`config.mk`:
```
export PLATFORM = sky130hd
export DESIGN_NAME = dog_stream_gen_flat
export DESIGN_NICKNAME = d
export VERILOG_FILES = /design/src/rtl/dog_stream_gen_if.sv /design/src/rtl/dog_stream_gen.sv /design/src/flat_wrapper.sv
export SDC_FILE = /design/constraint.sdc
export NUM_CORES = 1
export LEC_CHECK = 0
export CORE_MARGIN = 3
export CORE_UTILIZATION = 45
export DETAILED_ROUTE_END_ITERATION = 8
export PLACE_DENSITY_LB_ADDON = 0.12
export SYNTH_ARGS = -nofsm -noshare
export SYNTH_HDL_FRONTEND = slang
export SYNTH_SLANG_ARGS = --single-unit
```
`constraint.sdc`:
```
create_clock -name pixClk -period 4.9 [get_ports pixClk]
set_clock_uncertainty 0.2 [all_clocks]
set_input_delay 0.98 -clock pixClk [delete_from_list [all_inputs] [get_ports pixClk]]
set_output_delay 0.98 -clock pixClk [all_outputs]
set_load 0.1 [all_outputs]
```
`src/rtl/dog_stream_gen_if.sv`:
```
// Stream bundle for the DoG stage: Gaussian pixels in, offset/saturated DoG pixels out.
interface dog_stream_gen_if #(
   parameter int DATA_W = 8,
   parameter int SCALES = 5
);
   logic                         in_valid;
   logic                         in_sof;
   logic [SCALES*DATA_W-1:0]     in_gauss;
   logic                         out_valid;
   logic [(SCALES-1)*DATA_W-1:0] out_dog;
   logic [15:0]                  out_x;
   logic [15:0]                  out_y;
   logic                         out_border;
   logic                         out_eof;
   logic                         sof_err;

   modport master (
      output in_valid, in_sof, in_gauss,
      input  out_valid, out_dog, out_x, out_y, out_border, out_eof, sof_err
   );

   modport slave (
      input  in_valid, in_sof, in_gauss,
      output out_valid, out_dog, out_x, out_y, out_border, out_eof, sof_err
   );
endinterface

```
`src/rtl/dog_stream_gen.sv`:
```
// Streaming Difference-of-Gaussian stage: frame tracking, decimation, border tagging,
// offset/saturated differences, then a fixed-latency delay line.
//
//   state   | meaning
//   --------+------------------------------------------------------------
//   ST_IDLE | waiting for in_valid & in_sof; other pixels are ignored
//   ST_RUN  | inside a frame; every in_valid advances the x/y counters
module dog_stream_gen #(
   parameter int DATA_W     = 8,
   parameter int SCALES     = 5,
   parameter int FRAME_W    = 200,
   parameter int FRAME_H    = 200,
   parameter int BORDER     = 9,
   parameter int DOWN_S     = 0,
   parameter int DOG_OFFSET = 128,
   parameter int PIPE       = 2
) (
   input  logic            pixClk,
   input  logic            rst,
   dog_stream_gen_if.slave bus
);
   localparam int DOG_W = (SCALES-1)*DATA_W;
   localparam int MAX_V = (1 << DATA_W) - 1;

   localparam logic [15:0] DEC_MASK = 16'((1 << DOWN_S) - 1);
   localparam logic [15:0] X_LAST   = 16'(FRAME_W-1);
   localparam logic [15:0] Y_LAST   = 16'(FRAME_H-1);
   localparam logic [15:0] X_EOF    = X_LAST & ~DEC_MASK;
   localparam logic [15:0] Y_EOF    = Y_LAST & ~DEC_MASK;
   localparam logic [15:0] BDR_LO   = 16'(BORDER);
   localparam logic [15:0] BDR_XHI  = 16'(FRAME_W-BORDER);
   localparam logic [15:0] BDR_YHI  = 16'(FRAME_H-BORDER);

   localparam logic [0:0] ST_IDLE = 1'b0;
   localparam logic [0:0] ST_RUN  = 1'b1;

   logic [0:0]  state_q, state_d;
   logic [15:0] x_q, x_d, y_q, y_d;
   logic        sof_err_q, sof_err_d;

   logic        accept, take, is_border, is_eof;
   logic [15:0] px, py;
   logic [DOG_W-1:0] dog_d;

   function automatic logic [DATA_W-1:0] sat_dog(input logic [DATA_W-1:0] g_lo,
                                                   input logic [DATA_W-1:0] g_hi);
      int s;
      s = int'(g_hi) - int'(g_lo) + DOG_OFFSET;
      if (s < 0) return '0;
      if (s > MAX_V) return '1;
      return s[DATA_W-1:0];
   endfunction

   always_comb begin
      state_d   = state_q;
      x_d       = x_q;
      y_d       = y_q;
      sof_err_d = 1'b0;
      accept    = 1'b0;
      px        = x_q;
      py        = y_q;
      if (bus.in_valid) begin
         if (bus.in_sof) begin
            // a start-of-frame always wins, even mid-frame: the old frame is abandoned
            accept    = 1'b1;
            px        = '0;
            py        = '0;
            sof_err_d = (state_q == ST_RUN);
            state_d   = ST_RUN;
         end else if (state_q == ST_RUN) begin
            accept = 1'b1;
         end
      end
      if (accept) begin
         if (px == X_LAST) begin
            x_d = '0;
            if (py == Y_LAST) begin
               y_d     = '0;
               state_d = ST_IDLE;
            end else begin
               y_d = py + 16'd1;
            end
         end else begin
            x_d = px + 16'd1;
            y_d = py;
         end
      end
   end

   always_ff @(posedge pixClk) begin
      if (!rst) begin
         state_q   <= ST_IDLE;
         x_q       <= '0;
         y_q       <= '0;
         sof_err_q <= 1'b0;
      end else begin
         state_q   <= state_d;
         x_q       <= x_d;
         y_q       <= y_d;
         sof_err_q <= sof_err_d;
      end
   end

   always_comb begin
      take      = accept && ((px & DEC_MASK) == '0) && ((py & DEC_MASK) == '0);
      is_border = (px < BDR_LO) || (px >= BDR_XHI) || (py < BDR_LO) || (py >= BDR_YHI);
      is_eof    = (px == X_EOF) && (py == Y_EOF);
      dog_d     = '0;
      for (int i = 0; i < SCALES-1; i++) begin
         dog_d[i*DATA_W +: DATA_W] = is_border ? DATA_W'(DOG_OFFSET)
            : sat_dog(bus.in_gauss[i*DATA_W +: DATA_W], bus.in_gauss[(i+1)*DATA_W +: DATA_W]);
      end
   end

   logic [PIPE-1:0]  vld_q, eof_q, bdr_q;
   logic [DOG_W-1:0] dog_q [PIPE];
   logic [15:0]      ox_q  [PIPE];
   logic [15:0]      oy_q  [PIPE];

   // data registers load only behind a valid, so outputs hold through bubbles
   always_ff @(posedge pixClk) begin
      if (!rst) begin
         vld_q <= '0;
         eof_q <= '0;
         bdr_q <= '0;
         for (int i = 0; i < PIPE; i++) begin
            dog_q[i] <= '0;
            ox_q[i]  <= '0;
            oy_q[i]  <= '0;
         end
      end else begin
         vld_q[0] <= take;
         eof_q[0] <= take & is_eof;
         if (take) begin
            bdr_q[0] <= is_border;
            dog_q[0] <= dog_d;
            ox_q[0]  <= px >> DOWN_S;
            oy_q[0]  <= py >> DOWN_S;
         end
         for (int i = 1; i < PIPE; i++) begin
            vld_q[i] <= vld_q[i-1];
            eof_q[i] <= eof_q[i-1];
            if (vld_q[i-1]) begin
               bdr_q[i] <= bdr_q[i-1];
               dog_q[i] <= dog_q[i-1];
               ox_q[i]  <= ox_q[i-1];
               oy_q[i]  <= oy_q[i-1];
            end
         end
      end
   end

   assign bus.out_valid  = vld_q[PIPE-1];
   assign bus.out_eof    = eof_q[PIPE-1];
   assign bus.out_border = bdr_q[PIPE-1];
   assign bus.out_dog    = dog_q[PIPE-1];
   assign bus.out_x      = ox_q[PIPE-1];
   assign bus.out_y      = oy_q[PIPE-1];
   assign bus.sof_err    = sof_err_q;
endmodule

```
`src/flat_wrapper.sv`:
```
// flat-port wrapper written by rule: the top's interface ports become plain ports
module dog_stream_gen_flat 
#(
   parameter int DATA_W     = 8,
   parameter int SCALES     = 5,
   parameter int FRAME_W    = 200,
   parameter int FRAME_H    = 200,
   parameter int BORDER     = 9,
   parameter int DOWN_S     = 0,
   parameter int DOG_OFFSET = 128,
   parameter int PIPE       = 2
)
  (pixClk, rst, bus_in_valid, bus_in_sof, bus_in_gauss, bus_out_valid, bus_out_dog, bus_out_x, bus_out_y, bus_out_border, bus_out_eof, bus_sof_err);
  dog_stream_gen_if #(.DATA_W(DATA_W), .SCALES(SCALES)) bus_i ();
  input  logic pixClk;
  input  logic rst;
  input wire logic [$bits(bus_i.in_valid)-1:0] bus_in_valid;
  input wire logic [$bits(bus_i.in_sof)-1:0] bus_in_sof;
  input wire logic [$bits(bus_i.in_gauss)-1:0] bus_in_gauss;
  output wire logic [$bits(bus_i.out_valid)-1:0] bus_out_valid;
  output wire logic [$bits(bus_i.out_dog)-1:0] bus_out_dog;
  output wire logic [$bits(bus_i.out_x)-1:0] bus_out_x;
  output wire logic [$bits(bus_i.out_y)-1:0] bus_out_y;
  output wire logic [$bits(bus_i.out_border)-1:0] bus_out_border;
  output wire logic [$bits(bus_i.out_eof)-1:0] bus_out_eof;
  output wire logic [$bits(bus_i.sof_err)-1:0] bus_sof_err;
  assign bus_i.in_valid = bus_in_valid;
  assign bus_i.in_sof = bus_in_sof;
  assign bus_i.in_gauss = bus_in_gauss;
  assign bus_out_valid = bus_i.out_valid;
  assign bus_out_dog = bus_i.out_dog;
  assign bus_out_x = bus_i.out_x;
  assign bus_out_y = bus_i.out_y;
  assign bus_out_border = bus_i.out_border;
  assign bus_out_eof = bus_i.out_eof;
  assign bus_sof_err = bus_i.sof_err;
  dog_stream_gen #(.DATA_W(DATA_W), .SCALES(SCALES), .FRAME_W(FRAME_W), .FRAME_H(FRAME_H), .BORDER(BORDER), .DOWN_S(DOWN_S), .DOG_OFFSET(DOG_OFFSET), .PIPE(PIPE)) u_core (.pixClk(pixClk), .rst(rst), .bus(bus_i));
endmodule
```
==> results.cfg, run 1 <==
[floorplan]
ioPinCount = 112
core_mm2 = 0.0197
die_w_um = 148
start_util_pct = 46.3
die-area_mm2 = 0.0220
die_h_um = 148
rows = 51

[worst_setup_path]
crit_family = compound AO/OA/AOI/OAI gates
crit_required_ps = 4950
critical_path_depth = 11
cp_cell_sequence = clkdlybuf4s50_1 -> nand2_1 -> nand2_1 -> inv_1 -> ha_1 -> and3_1 -> nor3b_1 -> o2bb2ai_1 -> a2111oi_4 -> nand2_2 -> a211oi_1
r2r_cells = 9
critPathLaunchType = input port
cp_data_arrival_time_ps = 4390
path_buf_inv = 2
critPathCaptureType = register
crit_top_cell = nand2_1
worstSetupPathType = in2reg
slowest_delay_ps = 800
crit_slowest_cell = a2111oi_4
cp_max_fo = 16

[cts]
hold_buffers = 0
cts_tree = done
htreeDepth = 4
clkTransAtPathRegs_ps = 60
cts_made_buffers = 17
cts_setup_buffers = 0
cts_buffer_depth = 2
clockRootBuffer = clkbuf_16
clock_latency_ps = 420
ctsResizeCount = 0
numClockSinks = 168

[cells_and_area]
finalNonFillerCells = 1196
layout.nets = 1002
drive_above_1_share_pct = 6.23
area_growth_pct = 16.7
utilization_pct = 54.1
num_antenna_cells = 0

[detailed_routing]
routed_wl_um = 20100
wl_per_cell_um = 16.8
via_per_inst = 5.42
highest_layer = met4
drc_errors = 0
wl_met1_um = 9490
met2_length_um = 9220
detail-route-antenna-nets = 0
first_iter_violations = 613
wl_met3_um = 1060
vias = 6485
first_pass_iters = 5

[timing]
worst_pin_slew_ps = 988
max-slew-margin-rel_pct = 33.9
finalCriticalPeriod_ps = 4340
rsz0062_at_grt = false
hold_violations = 0
drv_slew = 0
max_freq_mhz = 230
setup_tns_ps = 0
holdWs_ps = 242
period_share_pct = 88.6
setup_viol = 0
setup_slack_ps = 557

[place]
place.gp.congestion = 0.891
hpwl_um = 14500
dp_slack_ps = 185
portBuffers = 111
place_inst = 1165

[logic_synthesis]
synth_nets = 955
async_reset_ff_share_pct = 0
syn_avg_cell_area_um2 = 10.4
synth_cells = 872
synth_cell_types = 63
synth_edf_count = 128
synth_flop_cell = edfxtp_1
yosys_warnings = 0
ys_ff_latch = 168
netlist_area_mm2 = 0.00910
ys_seq_area_share_pct = 51.0

[hold_path]
worst_hold_path_type = reg2reg
worstHoldPathCells = 1

[pwr]
p_per_area_mw_per_mm2 = 338
p_leak_nw = 4.21
ir_drop_mv = 0.229

[global_route]
grt_max_degree = 55
antenna_found_initial = 0
gr-usage-all-layers_pct = 18.5
gr-total-overflow = 0
grt_pass1_wl_um = 32700
grt_pass1_vias = 6435

[outcome]
status = finished, final reports clean

[run]
cap_violations = 0
-- worst paths after layout --
kind	slack, ps	endpoint	startpoint
worst max-delay path	560	u_core.dog_q[0][29]	bus_in_valid
worst min-delay path	240	u_core.eof_q[1]	u_core.eof_q[0]
worst min register to register	240	u_core.eof_q[1]	u_core.eof_q[0]
worst max register to register	1760	u_core.dog_q[0][29]	u_core.y_q[0]
-- power breakdown --
part | internal (mW) | switching (mW)
Sequential | 1.60 | 0.0219
Clock | 0.744 | 0.516
Combinational | 0.206 | 0.496
Total | 2.55 | 1.03
-- sequential cells by signal, indices dropped and copies added (netlist names) --
register            cells
u_core.bus.sof_err      1
u_core.vld_q            2
u_core.oy_q            32
u_core.x_q             16
u_core.bdr_q            2
u_core.y_q             16
u_core.eof_q            2
u_core.state_q          1
u_core.dog_q           64
u_core.ox_q            32
-- cell families after synthesis --
logic type	share of synthesized area, %
adder cells (fa/ha/maj)	5.69
AND/OR/NAND/NOR	19.4
XOR/XNOR	1.64
flip-flops	51.0
multiplexers	0.110
AO/OA/AOI/OAI	13.2
buffers and inverters	8.96
-- per-stage QoR --
| step | total power, mW | instance area (um2) |
|---|---|---|
| 2_1_floorplan | 2.21 | 9100 |
| 3_3_place_gp | 2.35 | 10100 |
| 3_5_place_dp | 2.36 | 10100 |
| 4_1_cts | 3.62 | 10600 |
| 5_1_grt | 3.73 | 10600 |
| 6_report | 3.59 | 10600 |
-- cells in the final DEF (no fill, tap or decap), drive strengths merged, types with 4 or more instances in the layout --
cell           count
nor2              26
o21bai             4
edfxtp           128
nand2             63
a211oi             7
or2                5
and3              34
and2              74
a211o              5
clkbuf            22
nor2b             12
xor2              13
nor3              13
buf               16
a21o              11
a21oi             54
a22oi              5
o21a               6
clkdlybuf4s50    111
a31oi             16
a32o               5
nand2b             9
nand4             19
ha                35
o31ai              6
inv               53
nand4b             5
fa                 4
o211ai             4
o21ai             41
xnor2              4
clkinv             5
nor4              11
nand3             19
dfxtp             40
or3                9
-- Yosys cell counts (all sizes together) (3+ instances only) --
cell / n / area share, %
a211o: 5 / 0.48
a211oi: 7 / 0.58
a21o: 11 / 0.91
a21oi: 54 / 3.0
a22oi: 5 / 0.41
a31oi: 16 / 1.1
a32o: 5 / 0.55
a32oi: 3 / 0.29
and2: 74 / 5.1
and3: 34 / 2.3
buf: 69 / 5.5
clkbuf: 30 / 1.2
dfxtp: 40 / 8.8
edfxtp: 128 / 42
fa: 4 / 0.88
ha: 35 / 4.8
inv: 53 / 2.2
nand2: 63 / 2.6
nand2b: 9 / 0.62
nand3: 19 / 1.0
nand4: 19 / 1.3
nand4b: 5 / 0.48
nor2: 26 / 1.1
nor2b: 12 / 0.82
nor3: 13 / 0.84
nor3b: 3 / 0.25
nor4: 11 / 1.2
o211ai: 4 / 0.38
o21a: 6 / 0.49
o21ai: 41 / 2.3
o21bai: 4 / 0.33
o31ai: 6 / 0.49
o41ai: 3 / 0.29
or2: 5 / 0.34
or3: 9 / 0.62
or4: 3 / 0.29
xnor2: 4 / 0.38
xor2: 13 / 1.3
-- worst register-to-register path, stage by stage, from the launching register on --
cell,delay [ps]
dfxtp_1,350
nand2_1,110
inv_1,60
ha_1,220
and3_1,200
nor3b_1,160
o2bb2ai_1,160
a2111oi_4,800
nand2_2,390
a211oi_1,310
-- routing by layer --
metal | track usage, % | vias up
met5 | 0 | -
met4 | 5.73 | 0
met3 | 3.75 | 24
met2 | 29.0 | 187
met1 | 26.1 | 3076
li1 | - | 3198
-- final cells by class --
type	count	area, um2
clock inverters	9	103
well taps	265	332
flip-flops and latches	168	4640
fillers	1759	9030
repair buffers	127	1260
clock buffers	22	444
inverters	53	199
multi-input cells	552	3650
Power figures use the tool's default switching activity.
==> run 2: changes to the inputs <==
- SKIP_CTS_REPAIR_TIMING: default -> 1
==> results of run 2 <==
Same layout as run 1: the final DEF is identical, and so are final timing and power.
==> run 3: changes to the inputs <==
- clock period: 4.9 -> 4.7 ns (I/O delays scaled with it)
==> results.cfg, run 3 (synthesis gave the netlist of run 1 again) <==
[outcome]
status = finished, final reports clean

[pwr]
ir_drop_mv = 0.226
p_leak_nw = 4.22
p_per_area_mw_per_mm2 = 351

[floorplan]
die_h_um = 148
die-area_mm2 = 0.0220
die_w_um = 148
ioPinCount = 112
rows = 51
core_mm2 = 0.0197
start_util_pct = 46.3

[global_route]
gr-usage-all-layers_pct = 18.6
grt_pass1_wl_um = 32500
grt_pass1_vias = 6313
top_usage_layer = met2
grt_max_degree = 55
met1_usage_pct = 25.8
antenna_found_initial = 0
gr-total-overflow = 0
met3_usage_pct = 3.63
grt.met2_usage_pct = 29.3

[cts]
cts_tree = done
clock_latency_ps = 420
clkTransAtPathRegs_ps = 70
cts_buffer_depth = 2
cts_made_buffers = 17
htreeDepth = 4
numClockSinks = 168
clockRootBuffer = clkbuf_16

[cells_and_area]
reg_top3 = u_core.dog_q x64, u_core.ox_q x32, u_core.oy_q x32
layout_common_cells = 128 x edfxtp_1, 111 x clkdlybuf4s50_1, 74 x and2_1
final_common_cell = edfxtp_1
drive_above_1_share_pct = 6.75
area_growth_pct = 16.8
largest_reg_flops = 64
num_antenna_cells = 0
fillCellCount = 1766
top_register = u_core.dog_q
finalNonFillerCells = 1198
layout.nets = 1003

[run]
cap_violations = 0

[timing]
worst_pin_slew_ps = 1060
setup_tns_ps = 0
max_freq_mhz = 255
hold_violations = 0
max-slew-margin-rel_pct = 29.0
period_share_pct = 83.3
finalCriticalPeriod_ps = 3920
drv_slew = 0
rsz0062_at_grt = false
setup_viol = 0

[worst_setup_path]
crit_required_ps = 4850
cp_data_arrival_time_ps = 4070
cp_cell_sequence = clkdlybuf4s50_1 -> nand2_1 -> buf_4 -> and2_1 -> ha_1 -> nand3_1 -> nor3_1 -> buf_4 -> a21oi_1 -> o21ai_0 -> a31oi_1
r2r-start = u_core.y_q[1]
crit_top_cell = buf_4
path_buf_inv = 3
reg2reg_slack_ps = 1930
critPathLaunchType = input port
crit_family = buffers and inverters
crit_slowest_cell = a21oi_1
crit_start = bus_in_valid
worstSetupPathType = in2reg
cp_max_fo = 35
slowest_delay_ps = 630
critPathCaptureType = register

[hold_path]
hold_start = u_core.eof_q[0]
worst_hold_path_type = reg2reg

[place]
hpwl_um = 14500
portBuffers = 111
place.gp.congestion = 0.874
place_inst = 1166

[detailed_routing]
first_pass_iters = 5
drc_errors = 0
wl_per_cell_um = 16.9
routed_wl_um = 20300
vias = 6516
first_iter_violations = 601
detail-route-antenna-nets = 0
via_per_inst = 5.44
## run 3: area by class of cell
type                       instances  area (um2)  area share, %
timing repair buffer             128        1260           11.9
clock inverter                    14         123           1.15
clock buffer                      18         429           4.03
inverter                          53         199           1.87
sequential                       168        4640           43.7
multi-input combinational        552        3650           34.3
tap                              265         332           3.12
## run 3: stage by stage
| stage | util [%] | area, um2 | worst slack [ps] | hold slack [ps] | total power [mW] |
|---|---|---|---|---|---|
| floorplan | - | 9100 | 212 | 212 | 2.30 |
| global placement | 51.3 | 10100 | 494 | 230 | 2.45 |
| detailed placement | 51.3 | 10100 | 394 | 228 | 2.46 |
| CTS | 54.1 | 10600 | 833 | 243 | 3.77 |
| global route | 54.1 | 10600 | 486 | 262 | 3.89 |
| finish | 54.1 | 10600 | 785 | 237 | 3.73 |
## run 3: routing by layer
metal	up-vias	wire length [um]
met3	34	1210
li1	3204	-
met5	-	0
met1	3052	9320
met2	226	9300
met4	0	439
## run 3: path summary, 6_finish.rpt
path / end / cells past startpoint
setup / recovery: u_core.y_q[6] / 11
hold / removal: u_core.eof_q[1] / 1
setup reg to reg: u_core.dog_q[0][29] / 10
hold reg to reg: u_core.eof_q[1] / 1
## run 3: report_power, final
part	switching, mW	total [mW]	internal, mW
Combinational	0.516	0.730	0.214
Clock	0.574	1.31	0.731
Sequential	0.0226	1.69	1.67
Total	1.11	3.73	2.62
